--- config.mk ---
export PLATFORM = sky130hd
export DESIGN_NAME = frog_ctrl
export DESIGN_NICKNAME = d
export VERILOG_FILES = /design/src/rtl/frogger_pkg.sv /design/src/rtl/btn_sync_edge.sv /design/src/rtl/frog_ctrl.sv
export SDC_FILE = /design/constraint.sdc
export NUM_CORES = 1
export LEC_CHECK = 0
export CAP_MARGIN = 25
export CORE_MARGIN = 3
export CORE_UTILIZATION = 25
export DETAILED_ROUTE_END_ITERATION = 10
export GPL_ROUTABILITY_DRIVEN = 0
export PLACE_DENSITY = 0.49
export SKIP_LAST_GASP = 1
export SYNTH_ARGS = -nofsm -noshare
export SYNTH_HDL_FRONTEND = slang
export SYNTH_HIERARCHICAL = 1
export SYNTH_SLANG_ARGS = --single-unit
--- constraint.sdc ---
create_clock -name clk -period 3.4 [get_ports clk]
set_clock_uncertainty 0.1 [all_clocks]
set_input_delay 0.68 -clock clk [delete_from_list [all_inputs] [get_ports clk]]
set_output_delay 0.68 -clock clk [all_outputs]
set_load 0.02 [all_outputs]
--- src/rtl/frogger_pkg.sv ---
// Shared types, grid constants and helpers for the frogger game blocks.
// The frog sprite generator uses facing_t, so its encoding must stay fixed.
package frogger_pkg;

  localparam int unsigned COORD_W       = 10;
  localparam int unsigned CELL_PX       = 32;
  localparam int unsigned HOP_STEP_PX   = 4;
  localparam int unsigned SPAWN_X       = 288;
  localparam int unsigned SPAWN_Y       = 448;
  localparam int unsigned SCREEN_MAX_X  = 608;
  localparam int unsigned SCREEN_MAX_Y  = 448;
  localparam int unsigned RESPAWN_TICKS = 60;

  localparam logic [11:0] COL_FROG  = 12'h2E2;
  localparam logic [11:0] COL_WATER = 12'h11A;
  localparam logic [11:0] COL_ROAD  = 12'h222;
  localparam logic [11:0] COL_GRASS = 12'h4A2;

  typedef enum logic [1:0] {
    FACE_UP    = 2'b00,
    FACE_DOWN  = 2'b01,
    FACE_LEFT  = 2'b10,
    FACE_RIGHT = 2'b11
  } facing_t;

  typedef enum logic [1:0] {
    IDLE = 2'd0,
    HOP  = 2'd1,
    DEAD = 2'd2
  } ctrl_state_t;

  typedef struct packed {
    logic [COORD_W-1:0] x;
    logic [COORD_W-1:0] y;
  } frog_pos_t;

  // Request bit index equals the facing code; lower index wins.
  function automatic logic [3:0] prio_onehot(input logic [3:0] e);
    if (e[0])      return 4'b0001;
    else if (e[1]) return 4'b0010;
    else if (e[2]) return 4'b0100;
    else if (e[3]) return 4'b1000;
    else           return 4'b0000;
  endfunction

  function automatic frog_pos_t step_pos(input frog_pos_t p, input facing_t f,
                                         input logic [COORD_W-1:0] d);
    frog_pos_t r;
    r = p;
    case (f)
      FACE_UP:    r.y = p.y - d;
      FACE_DOWN:  r.y = p.y + d;
      FACE_LEFT:  r.x = p.x - d;
      FACE_RIGHT: r.x = p.x + d;
      default:    r = p;
    endcase
    return r;
  endfunction

endpackage

--- src/rtl/btn_sync_edge.sv ---
// Two-flop synchronizer for a raw button followed by a rising-edge pulse.
module btn_sync_edge (
  input  logic clk,
  input  logic reset,
  input  logic btn,
  output logic rise_c
);

  // [0] metastable stage, [1] synchronized level, [2] previous level
  logic [2:0] sh;

  always_ff @(posedge clk or posedge reset) begin
    if (reset) sh <= 3'b000;
    else       sh <= {sh[1:0], btn};
  end

  assign rise_c = sh[1] & ~sh[2];

endmodule

--- src/rtl/frog_ctrl.sv ---
// Frog motion controller: button requests to grid-aligned hops, one step per
// video frame, with death/respawn handling. All outputs are registered.
module frog_ctrl
  import frogger_pkg::*;
#(
  parameter int unsigned FROG_SIZE      = CELL_PX,
  parameter int unsigned STEP_PX        = HOP_STEP_PX,
  parameter int unsigned START_X        = SPAWN_X,
  parameter int unsigned START_Y        = SPAWN_Y,
  parameter int unsigned MAX_X          = SCREEN_MAX_X,
  parameter int unsigned MAX_Y          = SCREEN_MAX_Y,
  parameter int unsigned RESPAWN_FRAMES = RESPAWN_TICKS
) (
  input  logic               clk,
  input  logic               reset,
  input  logic               frame_tick,
  input  logic               btn_up,
  input  logic               btn_down,
  input  logic               btn_left,
  input  logic               btn_right,
  input  logic               kill,
  output logic [COORD_W-1:0] frog_x,
  output logic [COORD_W-1:0] frog_y,
  output logic [1:0]         facing,
  output logic               hopping,
  output logic               hop_done,
  output logic               dead
);

  localparam int unsigned STEPS  = FROG_SIZE / STEP_PX;
  localparam int unsigned STEP_W = (STEPS > 1) ? $clog2(STEPS) : 1;
  localparam int unsigned DEAD_W = (RESPAWN_FRAMES > 1) ? $clog2(RESPAWN_FRAMES) : 1;

  ctrl_state_t        state, state_d;
  logic [3:0]         req, req_d;
  logic [STEP_W-1:0]  step_cnt, step_d;
  logic [DEAD_W-1:0]  dead_cnt, dcnt_d;
  logic [COORD_W-1:0] x_d, y_d;
  facing_t            facing_d, req_dir, mv_dir;
  logic               hop_done_d, legal;
  logic [3:0]         btn_raw, edge_c;
  frog_pos_t          mv_pos;

  assign btn_raw = {btn_right, btn_left, btn_down, btn_up};

  for (genvar i = 0; i < 4; i++) begin : g_btn
    btn_sync_edge u_btn (
      .clk    (clk),
      .reset  (reset),
      .btn    (btn_raw[i]),
      .rise_c (edge_c[i])
    );
  end

  always_comb begin
    if (req[0])      req_dir = FACE_UP;
    else if (req[1]) req_dir = FACE_DOWN;
    else if (req[2]) req_dir = FACE_LEFT;
    else             req_dir = FACE_RIGHT;
  end

  // Target-cell bounds check on the aligned position, before any subtraction
  always_comb begin
    legal = 1'b0;
    case (req_dir)
      FACE_UP:    legal = 32'(frog_y) >= FROG_SIZE;
      FACE_DOWN:  legal = 32'(frog_y) + FROG_SIZE <= MAX_Y;
      FACE_LEFT:  legal = 32'(frog_x) >= FROG_SIZE;
      FACE_RIGHT: legal = 32'(frog_x) + FROG_SIZE <= MAX_X;
      default:    legal = 1'b0;
    endcase
  end

  assign mv_dir = (state == IDLE) ? req_dir : facing_t'(facing);
  assign mv_pos = step_pos('{x: frog_x, y: frog_y}, mv_dir, COORD_W'(STEP_PX));

  always_comb begin
    state_d    = state;
    req_d      = req;
    step_d     = step_cnt;
    dcnt_d     = dead_cnt;
    x_d        = frog_x;
    y_d        = frog_y;
    facing_d   = facing_t'(facing);
    hop_done_d = 1'b0;

    case (state)
      IDLE: begin
        if (|edge_c)         req_d = prio_onehot(edge_c);
        else if (frame_tick) req_d = 4'b0000;
        if (frame_tick && (|req)) begin
          facing_d = req_dir;
          if (legal) begin
            state_d = HOP;
            x_d     = mv_pos.x;
            y_d     = mv_pos.y;
            step_d  = STEP_W'(1);
          end
        end
      end
      HOP: begin
        req_d = 4'b0000;
        if (frame_tick) begin
          x_d = mv_pos.x;
          y_d = mv_pos.y;
          if (step_cnt == STEP_W'(STEPS - 1)) begin
            state_d    = IDLE;
            step_d     = '0;
            hop_done_d = 1'b1;
          end else begin
            step_d = step_cnt + STEP_W'(1);
          end
        end
      end
      DEAD: begin
        req_d = 4'b0000;
        if (frame_tick) begin
          if (dead_cnt == DEAD_W'(RESPAWN_FRAMES - 1)) begin
            state_d  = IDLE;
            dcnt_d   = '0;
            x_d      = COORD_W'(START_X);
            y_d      = COORD_W'(START_Y);
            facing_d = FACE_UP;
          end else begin
            dcnt_d = dead_cnt + DEAD_W'(1);
          end
        end
      end
      default: state_d = IDLE;
    endcase

    // Kill overrides any same-cycle tick; already dead means no restart
    if (kill && (state != DEAD)) begin
      state_d    = DEAD;
      req_d      = 4'b0000;
      step_d     = '0;
      dcnt_d     = '0;
      x_d        = frog_x;
      y_d        = frog_y;
      facing_d   = facing_t'(facing);
      hop_done_d = 1'b0;
    end
  end

  always_ff @(posedge clk or posedge reset) begin
    if (reset) begin
      state    <= IDLE;
      req      <= 4'b0000;
      step_cnt <= '0;
      dead_cnt <= '0;
      frog_x   <= COORD_W'(START_X);
      frog_y   <= COORD_W'(START_Y);
      facing   <= FACE_UP;
      hopping  <= 1'b0;
      hop_done <= 1'b0;
      dead     <= 1'b0;
    end else begin
      state    <= state_d;
      req      <= req_d;
      step_cnt <= step_d;
      dead_cnt <= dcnt_d;
      frog_x   <= x_d;
      frog_y   <= y_d;
      facing   <= facing_d;
      hopping  <= (state_d == HOP);
      hop_done <= hop_done_d;
      dead     <= (state_d == DEAD);
    end
  end

endmodule

==> key figures <==
Run status
  – Outcome: complete, no violations

Die
  – Die width: approximately 110 um
  – Die area: ~13000 um2
  – Row count: 38
  – Die Ht: about 110 um
  – Initial Utilization: 26.18%
  – Core area: roughly 11000 um2
  – # IOs: 33

Yosys
  – Synth async-reset ratio: 100.0%
  – Synth area leader: dfrtp_1
  – Synth Warn #: 6
  – Dominant synthesized flop cell: dfrtp_1
  – Cells after Synth: around 290
  – Seq/Total Area, Yosys: between 40% and 50%
  – Avg Inst Size Synth: approximately 10 um2
  – Synth cell types: 58
  – Area of the mapped netlist: 2913 um2
  – Post-synth EDFFs: 0
  – Post-synth top area share: a little under two fifths
  – Synth Register Bits: 48
  – Synth top area cells: dfrtp_1 (37%), ha_1 (9.0%), dfstp_2 (4.5%)

Final layout
  – Sequential cell area: ~1200 um2
  – Final instance area: around 3500 um2
  – Most frequent cells in the layout: dfrtp_1 (43), clkdlybuf4s50_1 (28), inv_1 (26)
  – Final nets: approximately 360
  – Fillers: about 1200
  – Layout cells sized above 1: a little under a tenth
  – Diode count: 0
  – Area grow syn2layout: 21.35%
  – Commonest non-fill, non-tap cell in the layout: dfrtp_1
  – Multi-input gate area: approximately 1600 um2

Clock network
  – CTS Buffer Depth: 2
  – Cts hold-fix bufs: 0
  – Worst skew pair latency: 290 ps
  – TritonCTS clock tree: built
  – Setup bufs post-CTS: 0
  – Clock transition at path regs: about 70 ps
  – Clock Sinks: 48
  – CTS buffer count: 5
  – CTS HTree Levels: 2
  – Clock Tree Root: clkbuf_16
  – Post_cts resized: 0

Routing
  – Routed Wire Length: around 6400 um
  – Post-DR wirelength/cell: between 10 and 15 um
  – Post-route ant nets: 0
  – Via density per instance: around 4.8
  – Total number of vias: roughly 2300
  – DRT Pass-1 Iters: 4
  – 1st-iter DRT viols: approximately 110
  – DRC violations left: 0

Global route
  – Grt total ovfl: 0
  – Initial antenna violation count: 0
  – Largest net degree at the start of global routing: 37
  – Number of global-route vias before repair: approximately 2200
  – Total Routing Usage GR: between 10 and 15%
  – Global-route wire length before repair: around 11000 um

Run
  – Maxcap violations: 0

Placed design
  – Dpl cell area: approximately 3400 um2
  – Post-DP HPWL: slightly below 5000 um
  – Pre-CTS setup slack: between 200 and 300 ps
  – Port Buffers: 28

Power
  – Sw Ratio: between 20 and 30%
  – Leak Pwr: ~1.6 nW
  – Worst vdd ir: 0.1946 mV
  – P_sw: about 0.00043 W
  – Pint: around 0.0011 W
  – Comb pwr share: 19.7%
  – Clock power frac: between 30% and 40%
  – Cell Pwr Density: approximately 430 nW/um2
  – Flop pwr share: 43.5%

Setup path
  – CP Capture Type: register
  – CP max FO: 6
  – CP Class: reg2reg
  – WP data required: about 3500 ps
  – Critical Path AT: between 3000 and 4000 ps
  – Critical Path Start Type: register

STA
  – Post-layout min period: ~3000 ps
  – Worst Tran Pin Value: between 500 and 600 ps
  – Slew Limit Fails: 0
  – Setup violators final: 0
  – Max Fclk: approximately 330 MHz
  – Final Hold Violating Endpoints: 0
  – Slew margin rel.: ~65%
  – Fin worst setup slack: 377.6 ps
  – Period utilisation layout: between 80% and 90%
  – Setup TNS: 0 ps
  – RSZ-0062 raised after global routing: no

Hold path
  – Hold crit path type: reg2reg
## critical path, cell delays in order (launching register included)
cell and delay (ps):
dfrtp_1 430, inv_1 140, ha_1 310, nand3b_1 100, o21ai_1 170, inv_1 200
ha_1 310, a21oi_1 200, o211ai_1 150, o41ai_1 330, xor2_1 150, nand3b_1 180
a31oi_1 190
## path summary, 6_finish.rpt
check,startpoint,end,slack [ps],cells past startpoint
max reg2reg,state[1]$_DFF_PP0_,frog_x[9]$_DFFE_PP0P_,380,12
min,g_btn[1].u_btn/sh[0]$_DFF_PP0_,g_btn[1].u_btn/sh[1]$_DFF_PP0_,250,0
max in group asynchronous,reset,frog_x[8]$_DFFE_PP1P_,2010,3
min in group asynchronous,reset,g_btn[3].u_btn/sh[1]$_DFF_PP0_,570,2
max,state[1]$_DFF_PP0_,frog_x[9]$_DFFE_PP0P_,380,12
min reg2reg,g_btn[1].u_btn/sh[0]$_DFF_PP0_,g_btn[1].u_btn/sh[1]$_DFF_PP0_,250,0
## final cells by class
cell class	instances	area share, %
Clock buffer	5	3.540
Inverter	26	2.761
Sequential cell	48	34.16
Timing Repair Buffer	35	9.416
Multi-Input combinational cell	212	43.96
Clock inverter	3	1.204
Tap cell	140	4.956
## synth_stat cells, types with 2 or more instances
library cell  instances
a32o_1                2
xor2_1                7
clkbuf_1              2
nor2b_4               5
nand3_1              11
nand2_1              17
or2_2                 2
dfstp_2               5
a41o_1                2
buf_6                 2
buf_4                 4
inv_1                26
nor3b_1               2
nor2b_1               5
o41ai_1               6
o22a_1                3
ha_1                 21
nor2_1               21
o32a_1                3
o211ai_1              3
o2bb2ai_1             3
nand3b_1              3
fa_1                  2
a22o_1                4
dfrtp_1              43
xnor2_1               5
a41oi_1               2
mux2i_1               6
a31oi_1               5
o21ai_0              13
o221ai_1              2
o22ai_1               4
o31ai_1               3
nand2b_1             11
a21oi_1              14
## per-layer routing
metal  GRT usage (%)  vias to the layer above  routed length (um)
met5               0                        -                   0
met4           2.138                        0                  42
met3           2.706                        4                 274
met2           16.04                       40                2871
met1           14.65                     1098                3163
li1                -                     1131                   -
## state kept, by name, indices dropped and copies added, names as in the netlist, 2 cells and up
register	cells
frog_y	8
req	4
frog_x	8
g_btn.u_btn/sh	12
facing	2
dead_cnt	6
state	2
step_cnt	3
## logic make-up (layout without fill, tap and decap cells)
logic type	count (synthesis)	count (layout)	share of synthesized area, %
fa+ha+maj	23	23	10.40
xor+xnor	12	12	3.608
compound gates	79	79	19.63
buf+inv	35	69	5.584
other cells	1	4	0.1287
flops	48	48	41.45
simple gates	87	87	16.75
mux	7	7	2.449
## power groups by stage
stage | clock network [W] | registers [W] | logic [W]
CTS | 0.000587 | 0.000665 | 0.000304
global placement | 0 | 0.000676 | 0.000302
detailed placement | 0 | 0.000675 | 0.000303
floorplan | 0 | 0.000679 | 0.000210
global route | 0.000601 | 0.000674 | 0.000342
finish | 0.000563 | 0.000664 | 0.000301
## per-stage QoR
stage / instances / power [W] / hold slack (ps) / util, %
final: 469 / 0.001529 / 247.5 / 31.77
after global routing: 469 / 0.001617 / 266.1 / 31.77
after CTS: 469 / 0.001557 / 250.8 / 31.77
after detailed placement: 461 / 0.0009786 / 235.6 / 30.26
after global placement: 461 / 0.0009772 / 232.1 / 30.26
after floorplan: 295 / 0.0008889 / 231.2 / -
Power figures use the tool's default switching activity.
